<file path="src/rtl/regfile_pkg.sv">
// Shared register-file types: address/data widths and the writeback request record.
package regfile_pkg;

  localparam int REG_ADDR_W = 4;
  localparam int REG_DATA_W = 32;
  localparam int NUM_REGS   = 1 << REG_ADDR_W;

  typedef logic [REG_ADDR_W-1:0] reg_addr_t;
  typedef logic [REG_DATA_W-1:0] reg_data_t;

  typedef struct packed {
    reg_addr_t addr;
    reg_data_t data;
  } wb_req_t;

endpackage

</file>
<file path="src/rtl/regfile_wb_arbiter_rr_arbiter.sv">
// Round-robin arbiter: combinational one-hot grant searching from ptr, ptr moves past the winner on advance.
// Zero-cycle grant; grant depends only on req and ptr, so a granted requester transfers the same cycle.
module rr_arbiter #(
  parameter int N = 3
) (
  input  logic         clk,
  input  logic         rst,
  input  logic [N-1:0] req,
  input  logic         advance,
  output logic [N-1:0] grant
);

  localparam int PW = (N > 1) ? $clog2(N) : 1;
  localparam logic [PW:0] NV = (PW+1)'(N);

  logic [PW-1:0] ptr;
  logic [PW-1:0] off;
  logic [PW-1:0] gidx;
  logic [N-1:0]  rot;
  logic          hit;
  logic [PW:0]   sum;
  logic [PW:0]   nxt;

  always_comb begin
    // Rotate so bit 0 is the requester at ptr; lowest set bit is the winner.
    rot = N'({req, req} >> ptr);
    off = '0;
    hit = 1'b0;
    for (int k = N - 1; k >= 0; k--) begin
      if (rot[k]) begin
        off = PW'(k);
        hit = 1'b1;
      end
    end
    sum = {1'b0, ptr} + {1'b0, off};
    if (sum >= NV) sum = sum - NV;
    gidx  = sum[PW-1:0];
    grant = hit ? (N'(1) << gidx) : '0;
    nxt   = {1'b0, gidx} + (PW+1)'(1);
    if (nxt == NV) nxt = '0;
  end

  always_ff @(posedge clk or posedge rst) begin
    if (rst) begin
      ptr <= '0;
    end else if (advance && hit) begin
      ptr <= nxt[PW-1:0];
    end
  end

endmodule

</file>
<file path="src/rtl/regfile_wb_arbiter.sv">
// Shares the regfile write port among NUM_REQ writeback sources; registered write one cycle after transfer.
// Accepts one write every cycle (no backpressure from the port); busy bitmap tracks reserved destinations.
module regfile_wb_arbiter
  import regfile_pkg::*;
#(
  parameter int NUM_REQ = 3,
  parameter int DATA_W  = REG_DATA_W,
  parameter int ADDR_W  = REG_ADDR_W
) (
  input  logic                        clk,
  input  logic                        rst,
  input  logic [NUM_REQ-1:0]          req_valid,
  input  logic [NUM_REQ*ADDR_W-1:0]   req_addr,
  input  logic [NUM_REQ*DATA_W-1:0]   req_data,
  output logic [NUM_REQ-1:0]          req_ready,
  output logic                        wb_we,
  output logic [ADDR_W-1:0]           wb_waddr,
  output logic [DATA_W-1:0]           wb_wdata,
  input  logic                        issue_valid,
  input  logic [ADDR_W-1:0]           issue_addr,
  output logic [(1<<ADDR_W)-1:0]      busy
);

  localparam int NREG = 1 << ADDR_W;

  logic              xfer;
  logic [ADDR_W-1:0] sel_addr;
  logic [DATA_W-1:0] sel_data;
  logic [NREG-1:0]   busy_nxt;

  // Some requester always wins when any is valid, so any valid means a transfer.
  assign xfer = |req_valid;

  rr_arbiter #(.N(NUM_REQ)) u_rr (
    .clk     (clk),
    .rst     (rst),
    .req     (req_valid),
    .advance (xfer),
    .grant   (req_ready)
  );

  always_comb begin
    sel_addr = '0;
    sel_data = '0;
    for (int i = 0; i < NUM_REQ; i++) begin
      if (req_ready[i]) begin
        sel_addr = req_addr[i*ADDR_W +: ADDR_W];
        sel_data = req_data[i*DATA_W +: DATA_W];
      end
    end
  end

  always_ff @(posedge clk or posedge rst) begin
    if (rst) begin
      wb_we    <= 1'b0;
      wb_waddr <= '0;
      wb_wdata <= '0;
    end else begin
      wb_we <= xfer && (sel_addr != '0);
      if (xfer) begin
        wb_waddr <= sel_addr;
        wb_wdata <= sel_data;
      end
    end
  end

  // Reservation is applied after the clear so a same-cycle re-issue stays pending.
  always_comb begin
    busy_nxt = busy;
    if (wb_we) busy_nxt[wb_waddr] = 1'b0;
    if (issue_valid && (issue_addr != '0)) busy_nxt[issue_addr] = 1'b1;
    busy_nxt[0] = 1'b0;
  end

  always_ff @(posedge clk or posedge rst) begin
    if (rst) begin
      busy <= '0;
    end else begin
      busy <= busy_nxt;
    end
  end

endmodule

</file>
<file path="config.mk">
export PLATFORM = sky130hd
export DESIGN_NAME = regfile_wb_arbiter
export DESIGN_NICKNAME = d
export VERILOG_FILES = /design/src/rtl/regfile_pkg.sv /design/src/rtl/regfile_wb_arbiter_rr_arbiter.sv /design/src/rtl/regfile_wb_arbiter.sv
export SDC_FILE = /design/constraint.sdc
export NUM_CORES = 1
export LEC_CHECK = 0
export CORE_MARGIN = 2
export CORE_UTILIZATION = 39
export CTS_BUF_LIST = sky130_fd_sc_hd__clkbuf_16
export DETAILED_ROUTE_END_ITERATION = 8
export PLACE_DENSITY = 0.8
export SLEW_MARGIN = 20
export SYNTH_ARGS = -nofsm -noshare
export SYNTH_HDL_FRONTEND = slang
export SYNTH_SLANG_ARGS = --single-unit
</file>
<file path="constraint.sdc">
create_clock -name clk -period 4.78 [get_ports clk]
set_input_delay 0.478 -clock clk [delete_from_list [all_inputs] [get_ports clk]]
set_output_delay 0.478 -clock clk [all_outputs]
set_load 0.01 [all_outputs]
</file>
==> qor.txt, run 1 <==
Status: completed
Mapped cell area: 3065 um2
Number of post-CTS setup repair buffers: 0
Data required, critical path: 4300 ps
Area leader, netlist: dfrtp_1
Synth Register Bits: 54
Synthesized Nets: 436
Die Y: 92.66 um
Sequential power share: 20.4%
Grt ovf: 0
DRC violations left: 0
Wirelength per Cell: 16.47 um
# rows: 32
Crit-path cells: clkdlybuf4s50_1 > or3b_2 > a21oi_1 > a21oi_1 > fa_1 > inv_1 > ha_1 > nor2b_1 > nand3_1 > o21a_1 > buf_4 > nand2_1 > nor2_1 > clkdlybuf4s50_1
Seq/Total Area, Yosys: 44.08%
Post-synth top area share: 44.08%
Final hold viol count: 0
Place WS: 299.2 ps
Final ANT Viol Nets: 0
Iteration-0 DRC count of the detailed router: 98
Commonest non-fill, non-tap cell in the layout: clkdlybuf4s50_1
Pwr Total: 0.004405 W
Leak Pwr: 2.004 nW
Worst-Margin Slew: 893.3 ps
Vias per inst: 5.305
Antenna violations before repair: 0
DPL Wire Length: 7610 um
Initial Utilization: 39.88%
CP Max Fanout: 9
Crit Path Class: input pin to primary output
Num CTS Buffers: 5
# setup viols final: 0
Fillers: 649
CTS tree: done
Placer Congestion: 0.9239
NumNets Final: 601
Ys flop type: dfrtp_1
Synth area leaders: dfrtp_1 (44%), mux2_2 (12%), nor2_1 (8.8%), a221oi_1 (8.0%), o21ai_0 (4.6%)
Die Footprint: 8585 um2
Comb pwr share: 71.5%
Period minus WS final: 4459 ps
Share of cells above drive strength 1: 12.89%
Most frequent cells in the layout: clkdlybuf4s50_1 (172), nor2_1 (72), dfrtp_1 (54)
# hold bufs at CTS: 0
Slew Limit Fails: 0
Clk sink count: 54
Cell variety after synth: 38
Ant diodes: 0
Num ports: 174
Sw Share: 41.77%
Synthesized instance count: 315
YS warnings: 0
Max Cap Viol: 0
Mapped Avg Cell Area: 9.732 um2
Period utilization: 93.28%
CP arrival: 3980 ps
Worst IR Drop VDD: 455.1 uV
Hold Path Class: register to register
F_max: 224.3 MHz
P_sw: 0.001840 W
Crit end category: primary output
Skew-Pair Late Insertion Delay: 290 ps
Number of global-route vias before repair: 3,219
Async S/R FF share, synth: 100.0%
EDFF count, synth: 0
Max incr delay on CP: 550 ps
Clock-pin slew on the worst setup and hold paths: 70 ps
Clk pwr share: 8.1%
IO buf count: 172
Critical-path top delay cell: clkdlybuf4s50_1
Setup WS post-layout: 321.0 ps
Unrepaired setup endpoints after global routing: no
Global-route wire length before repair: 15,660 um
Die width: 92.66 um
Root buffer cell: clkbuf_16
Post_cts resized: 0
Largest net degree at the start of global routing: 55
Worst clock skew: 4.526 ps
First-pass iteration count of the detailed router: 4
Vias after detailed routing: 3,093
Total Wirelength: 9604 um
Startpoint Class: input pin
Slew HR: 40.38%
CTS HTree Levels: 2
Setup TNS: 0 ps
Internal power: 0.002565 W
Core Area: 7687 um2
Pwr Density: 876.4 nW/um2
Area grow syn2layout: 63.96%
Overall routing resource usage: 23.10%
CTS max path bufs: 2
==> metal layers <==
metal,global-route usage [%],vias up,wire length (um)
met5,0,-,0
met4,6.618,0,173
met3,5.858,16,783
met2,41.12,143,4998
met1,27.63,1457,3649
li1,-,1477,-
==> power groups by stage <==
stage               clock (W)  combinational (W)  sequential (W)
floorplan                   0            0.00203        0.000973
global placement            0            0.00311        0.000894
detailed placement          0            0.00318        0.000905
CTS                  0.000363            0.00318        0.000899
global route         0.000383            0.00346        0.000931
finish               0.000358            0.00315        0.000897
==> worst max-delay path, delay by kind of cell <==
kind / cells / cell delay, ps
simple gates: 5 / 1090
compound gates: 3 / 410
buf+inv: 4 / 1260
fa+ha+maj: 2 / 750
==> logic make-up after synthesis <==
kind of cell | Yosys count | share of synthesized area, %
buffers and inverters | 28 | 4.775
AO/OA/AOI/OAI | 83 | 19.27
multiplexers | 40 | 14.37
flip-flops | 54 | 44.08
XOR/XNOR | 1 | 0.2858
other | 1 | 0.1223
adder cells (fa/ha/maj) | 3 | 1.469
AND/OR/NAND/NOR | 105 | 15.63
==> per-stage QoR <==
stage | utilization (%) | area [um2] | cells | hold slack (ps)
final | 65.38 | 5026 | 583 | 500.7
after global routing | 65.38 | 5026 | 583 | 523.0
after detailed placement | 63.49 | 4881 | 575 | 486.1
after global placement | 63.49 | 4881 | 575 | 479.2
after CTS | 65.36 | 5025 | 583 | 502.7
after floorplan | - | 3065 | 315 | 530.7
==> worst paths after layout <==
kind / endpoint / slack, ps / cells after the start / from
min in group asynchronous: wb_wdata[24]$_DFFE_PP0P_ / 670 / 2 / rst
max in group asynchronous: u_rr.ptr[1]$_DFFE_PP0P_ / 3580 / 2 / rst
worst min-delay path: wb_wdata[0]$_DFFE_PP0P_ / 500 / 2 / wb_wdata[0]$_DFFE_PP0P_
worst min register to register: wb_wdata[0]$_DFFE_PP0P_ / 500 / 2 / wb_wdata[0]$_DFFE_PP0P_
worst max register to register: wb_wdata[7]$_DFFE_PP0P_ / 790 / 13 / u_rr.ptr[0]$_DFFE_PP0P_
worst max-delay path: req_ready[2] / 320 / 14 / req_valid[2]
==> cells in the mapped netlist, drive strengths merged (5+ instances only) <==
| cell type | count |
|---|---|
| dfrtp | 54 |
| nand2b | 5 |
| a21oi | 11 |
| clkbuf | 9 |
| a221oi | 32 |
| buf | 14 |
| mux2i | 8 |
| nor2 | 72 |
| mux2 | 32 |
| inv | 5 |
| o21ai | 29 |
| nand3b | 5 |
| nand3 | 5 |
==> state kept, by name (all words and copies together), names as in the netlist <==
register  flops
wb_we         1
wb_waddr      4
wb_wdata     32
u_rr.ptr      2
busy         15
==> final cells by class <==
class | count | area, um2 | share of cell area (%)
timing repair buffer | 181 | 1789 | 35.60
multi-input combinational | 233 | 1594 | 31.72
sequential | 54 | 1351 | 26.89
tap | 102 | 127.6 | 2.539
clock buffer | 5 | 125.1 | 2.489
inverter | 5 | 20.02 | 0.3983
clock inverter | 3 | 18.77 | 0.3734
Power figures use the tool's default switching activity.
==> run 2, diff against run 1 <==
--- a/config.mk
+++ b/config.mk
@@ -6,10 +6,11 @@
 export NUM_CORES = 1
 export LEC_CHECK = 0
 export CORE_MARGIN = 2
-export CORE_UTILIZATION = 39
+export CORE_UTILIZATION = 35
 export CTS_BUF_LIST = sky130_fd_sc_hd__clkbuf_16
+export CTS_CLUSTER_DIAMETER = 120
 export DETAILED_ROUTE_END_ITERATION = 8
-export PLACE_DENSITY = 0.8
+export PLACE_DENSITY = 0.75
 export SLEW_MARGIN = 20
 export SYNTH_ARGS = -nofsm -noshare
 export SYNTH_HDL_FRONTEND = slang
==> constraint.sdc (replaced) <==
create_clock -name clk -period 3.8 [get_ports clk]
set_input_delay 0.38 -clock clk [delete_from_list [all_inputs] [get_ports clk]]
set_output_delay 0.38 -clock clk [all_outputs]
set_load 0.01 [all_outputs]
==> qor.txt, run 2 (synthesis gave the netlist of run 1 again) <==
Status: completed (unchanged)
Ant diodes: 0 (unchanged)
Capturing point of the worst reg2reg path: wb_wdata[14]$_DFFE_PP0P_ (was wb_wdata[7]$_DFFE_PP0P_)
Root buffer cell: clkbuf_16 (unchanged)
Most frequent cells in the layout: clkdlybuf4s50_1 (168), nor2_1 (72), dfrtp_1 (54) (was clkdlybuf4s50_1 (172), nor2_1 (72), dfrtp_1 (54))
Clk sink count: 54 (unchanged)
Area grow syn2layout: 70.33% (was 63.96%)
Largest regs: wb_wdata: 32 flops, busy: 15 flops, wb_waddr: 4 flops (unchanged)
Max reg flops: 32 (unchanged)
CTS HTree Levels: 2 (unchanged)
NumNets Final: 618 (was 601)
DPL Wire Length: 7770 um (was 7610 um)
Worst IR Drop VDD: 638.1 uV (was 455.1 uV)
Worst clock skew: 6.419 ps (was 4.526 ps)
Num ports: 174 (unchanged)
IO buf count: 172 (unchanged)
Initial Utilization: 35.67% (was 39.88%)
Max incr delay on CP: 470 ps (was 550 ps)
Wirelength per Cell: 16.33 um (was 16.47 um)
Vias per inst: 5.310 (was 5.305)
Data required, critical path: 3420 ps (was 4300 ps)
Crit end category: primary output (unchanged)
Crit path from: req_valid[2] (unchanged)
# rows: 34 (was 32)
Grt ovf: 0 (unchanged)
Multi-input gate area: 1603 um2 (was 1594 um2)
Most flop-heavy register: wb_wdata (unchanged)
Num CTS Buffers: 5 (unchanged)
Core Area: 8593 um2 (was 7687 um2)
Final hold viol count: 0 (unchanged)
CP Max Fanout: 5 (was 9)
Final ANT Viol Nets: 0 (unchanged)
Die width: 97.59 um (was 92.66 um)
Vias after detailed routing: 3,218 (was 3,093)
Iteration-0 DRC count of the detailed router: 68 (was 98)
Share of cells above drive strength 1: 16.27% (was 12.89%)
Skew-Pair Late Insertion Delay: 290 ps (about the same)
Pwr Total: 0.006011 W (was 0.004405 W)
Pwr Density: 1151 nW/um2 (was 876.4 nW/um2)
Crit Path Class: input pin to primary output (unchanged)
Die Y: 97.59 um (was 92.66 um)
Critical-path top delay cell: clkdlybuf4s50_1 (unchanged)
Slew Limit Fails: 0 (unchanged)
Unrepaired setup endpoints after global routing: no (unchanged)
Leak Pwr: 2.115 nW (was 2.004 nW)
Commonest non-fill, non-tap cell in the layout: clkdlybuf4s50_1 (unchanged)
Placer Congestion: 0.7883 (was 0.9239)
CTS tree: done (unchanged)
Total Wirelength: 9899 um (was 9604 um)
Fillers: 730 (was 649)
Number of global-route vias before repair: 3,318 (was 3,219)
Minimum hold slack: 465.9 ps (was 500.7 ps)
Largest net degree at the start of global routing: 38 (was 55)
Startpoint Class: input pin (unchanged)
Register area: 1351 um2 (unchanged)
Worst Reg-to-Reg Cells: 13 (unchanged)
Internal reg-to-reg setup slack: 220 ps (was 790 ps)
Worst-Margin Slew: 571.6 ps (was 893.3 ps)
Overall routing resource usage: 20.57% (was 23.10%)
CTS max path bufs: 2 (unchanged)
Setup WS post-layout: 189.5 ps (was 321.0 ps)
Place WS: -222.4 ps (was 299.2 ps)
Worst r2r src: u_rr.ptr[0]$_DFFE_PP0P_ (unchanged)
Hold Path Class: input pin to asynchronous set/reset pin (was register to register)
CP endpoint: req_ready[2] (unchanged)
Slew HR: 61.84% (was 40.38%)
DRC violations left: 0 (unchanged)
Die Footprint: 9523 um2 (was 8585 um2)
Clock-pin slew on the worst setup and hold paths: 70 ps (about the same)
CP arrival: 3230 ps (was 3980 ps)
Period utilization: 95.01%
Global-route wire length before repair: 15,930 um (was 15,660 um)
Period minus WS final: 3610 ps
First-pass iteration count of the detailed router: 4 (unchanged)
Crit-path cells: clkdlybuf4s50_1 > buf_4 > nor2b_1 > a221o_1 > ha_1 > inv_1 > fa_1 > inv_1 > ha_1 > nor2b_2 > nand3_1 > o21a_1 > buf_4 > nand2_1 > nor2_1 > clkdlybuf4s15_1 (was clkdlybuf4s50_1 > or3b_2 > a21oi_1 > a21oi_1 > fa_1 > inv_1 > ha_1 > nor2b_1 > nand3_1 > o21a_1 > buf_4 > nand2_1 > nor2_1 > clkdlybuf4s50_1)
# setup viols final: 0 (unchanged)
Max Cap Viol: 0 (unchanged)
F_max: 277.0 MHz
Antenna violations before repair: 0 (unchanged)
[run 2: what timing repair did]
action                     4_1_cts  5_1_grt
setup buffers                    0        1
pin swaps                        0        1
resized for setup                5        3
setup endpoints to repair        3        3
hold buffers                     0        0
gates cloned                     0        0
[run 2: final cells by class]
class,instances,area share (%)
clock inverters,3,0.9346
clock buffers,5,2.396
multi-input cells,233,30.70
repair buffers,198,37.14
well taps,108,2.588
inverters,5,0.3595
flip-flops and latches,54,25.88
[run 2: report_power, final]
| group | switching (W) | internal [W] | total, W |
|---|---|---|---|
| Clock | 0.000212 | 0.000316 | 0.000527 |
| Sequential | 0.000210 | 0.000915 | 0.00112 |
| Combinational | 0.00200 | 0.00236 | 0.00436 |
[run 2: critical path: cells and delay by family]
kind	cells	cell delay, ps
adder cells (fa/ha/maj)	3	820
buffers and inverters	6	1130
AO/OA/AOI/OAI	2	520
AND/OR/NAND/NOR	5	360
[run 2: worst min path at each step]
stage | depth (start not counted) | slack (ps) | end
detailed placement | 2 | 480 | wb_wdata[20]$_DFFE_PP0P_
global route | 2 | 520 | wb_wdata[11]$_DFFE_PP0P_
finish | 2 | 470 | wb_wdata[24]$_DFFE_PP0P_
CTS | 2 | 490 | wb_wdata[24]$_DFFE_PP0P_
global placement | 2 | 480 | wb_wdata[20]$_DFFE_PP0P_
floorplan | 1 | 530 | u_rr.ptr[0]$_DFFE_PP0P_
[run 2: per-layer routing]
layer / vias up / routed length (um) / track usage (%)
met3: 13 / 821 / 6.115
met1: 1546 / 3896 / 24.39
met2: 148 / 5009 / 36.07
met4: 0 / 172 / 5.876
met5: - / 0 / 0
li1: 1511 / - / -
[run 2: per-stage QoR]
step	std cells	cell area [um2]	setup TNS (ps)	utilization (%)
CTS	605	5205	0	60.57
detailed placement	597	5034	-3859	58.58
global route	606	5221	0	60.76
finish	606	5221	0	60.76
global placement	597	5034	-1824	58.58
floorplan	315	3065	0	-
==> run 3, diff against run 2 <==
--- a/config.mk
+++ b/config.mk
@@ -11,7 +11,6 @@
 export CTS_CLUSTER_DIAMETER = 120
 export DETAILED_ROUTE_END_ITERATION = 8
 export PLACE_DENSITY = 0.75
-export SLEW_MARGIN = 20
 export SYNTH_ARGS = -nofsm -noshare
 export SYNTH_HDL_FRONTEND = slang
 export SYNTH_SLANG_ARGS = --single-unit
==> results of run 3 <==
The final DEF is identical to that of run 2; final timing and power are the same.
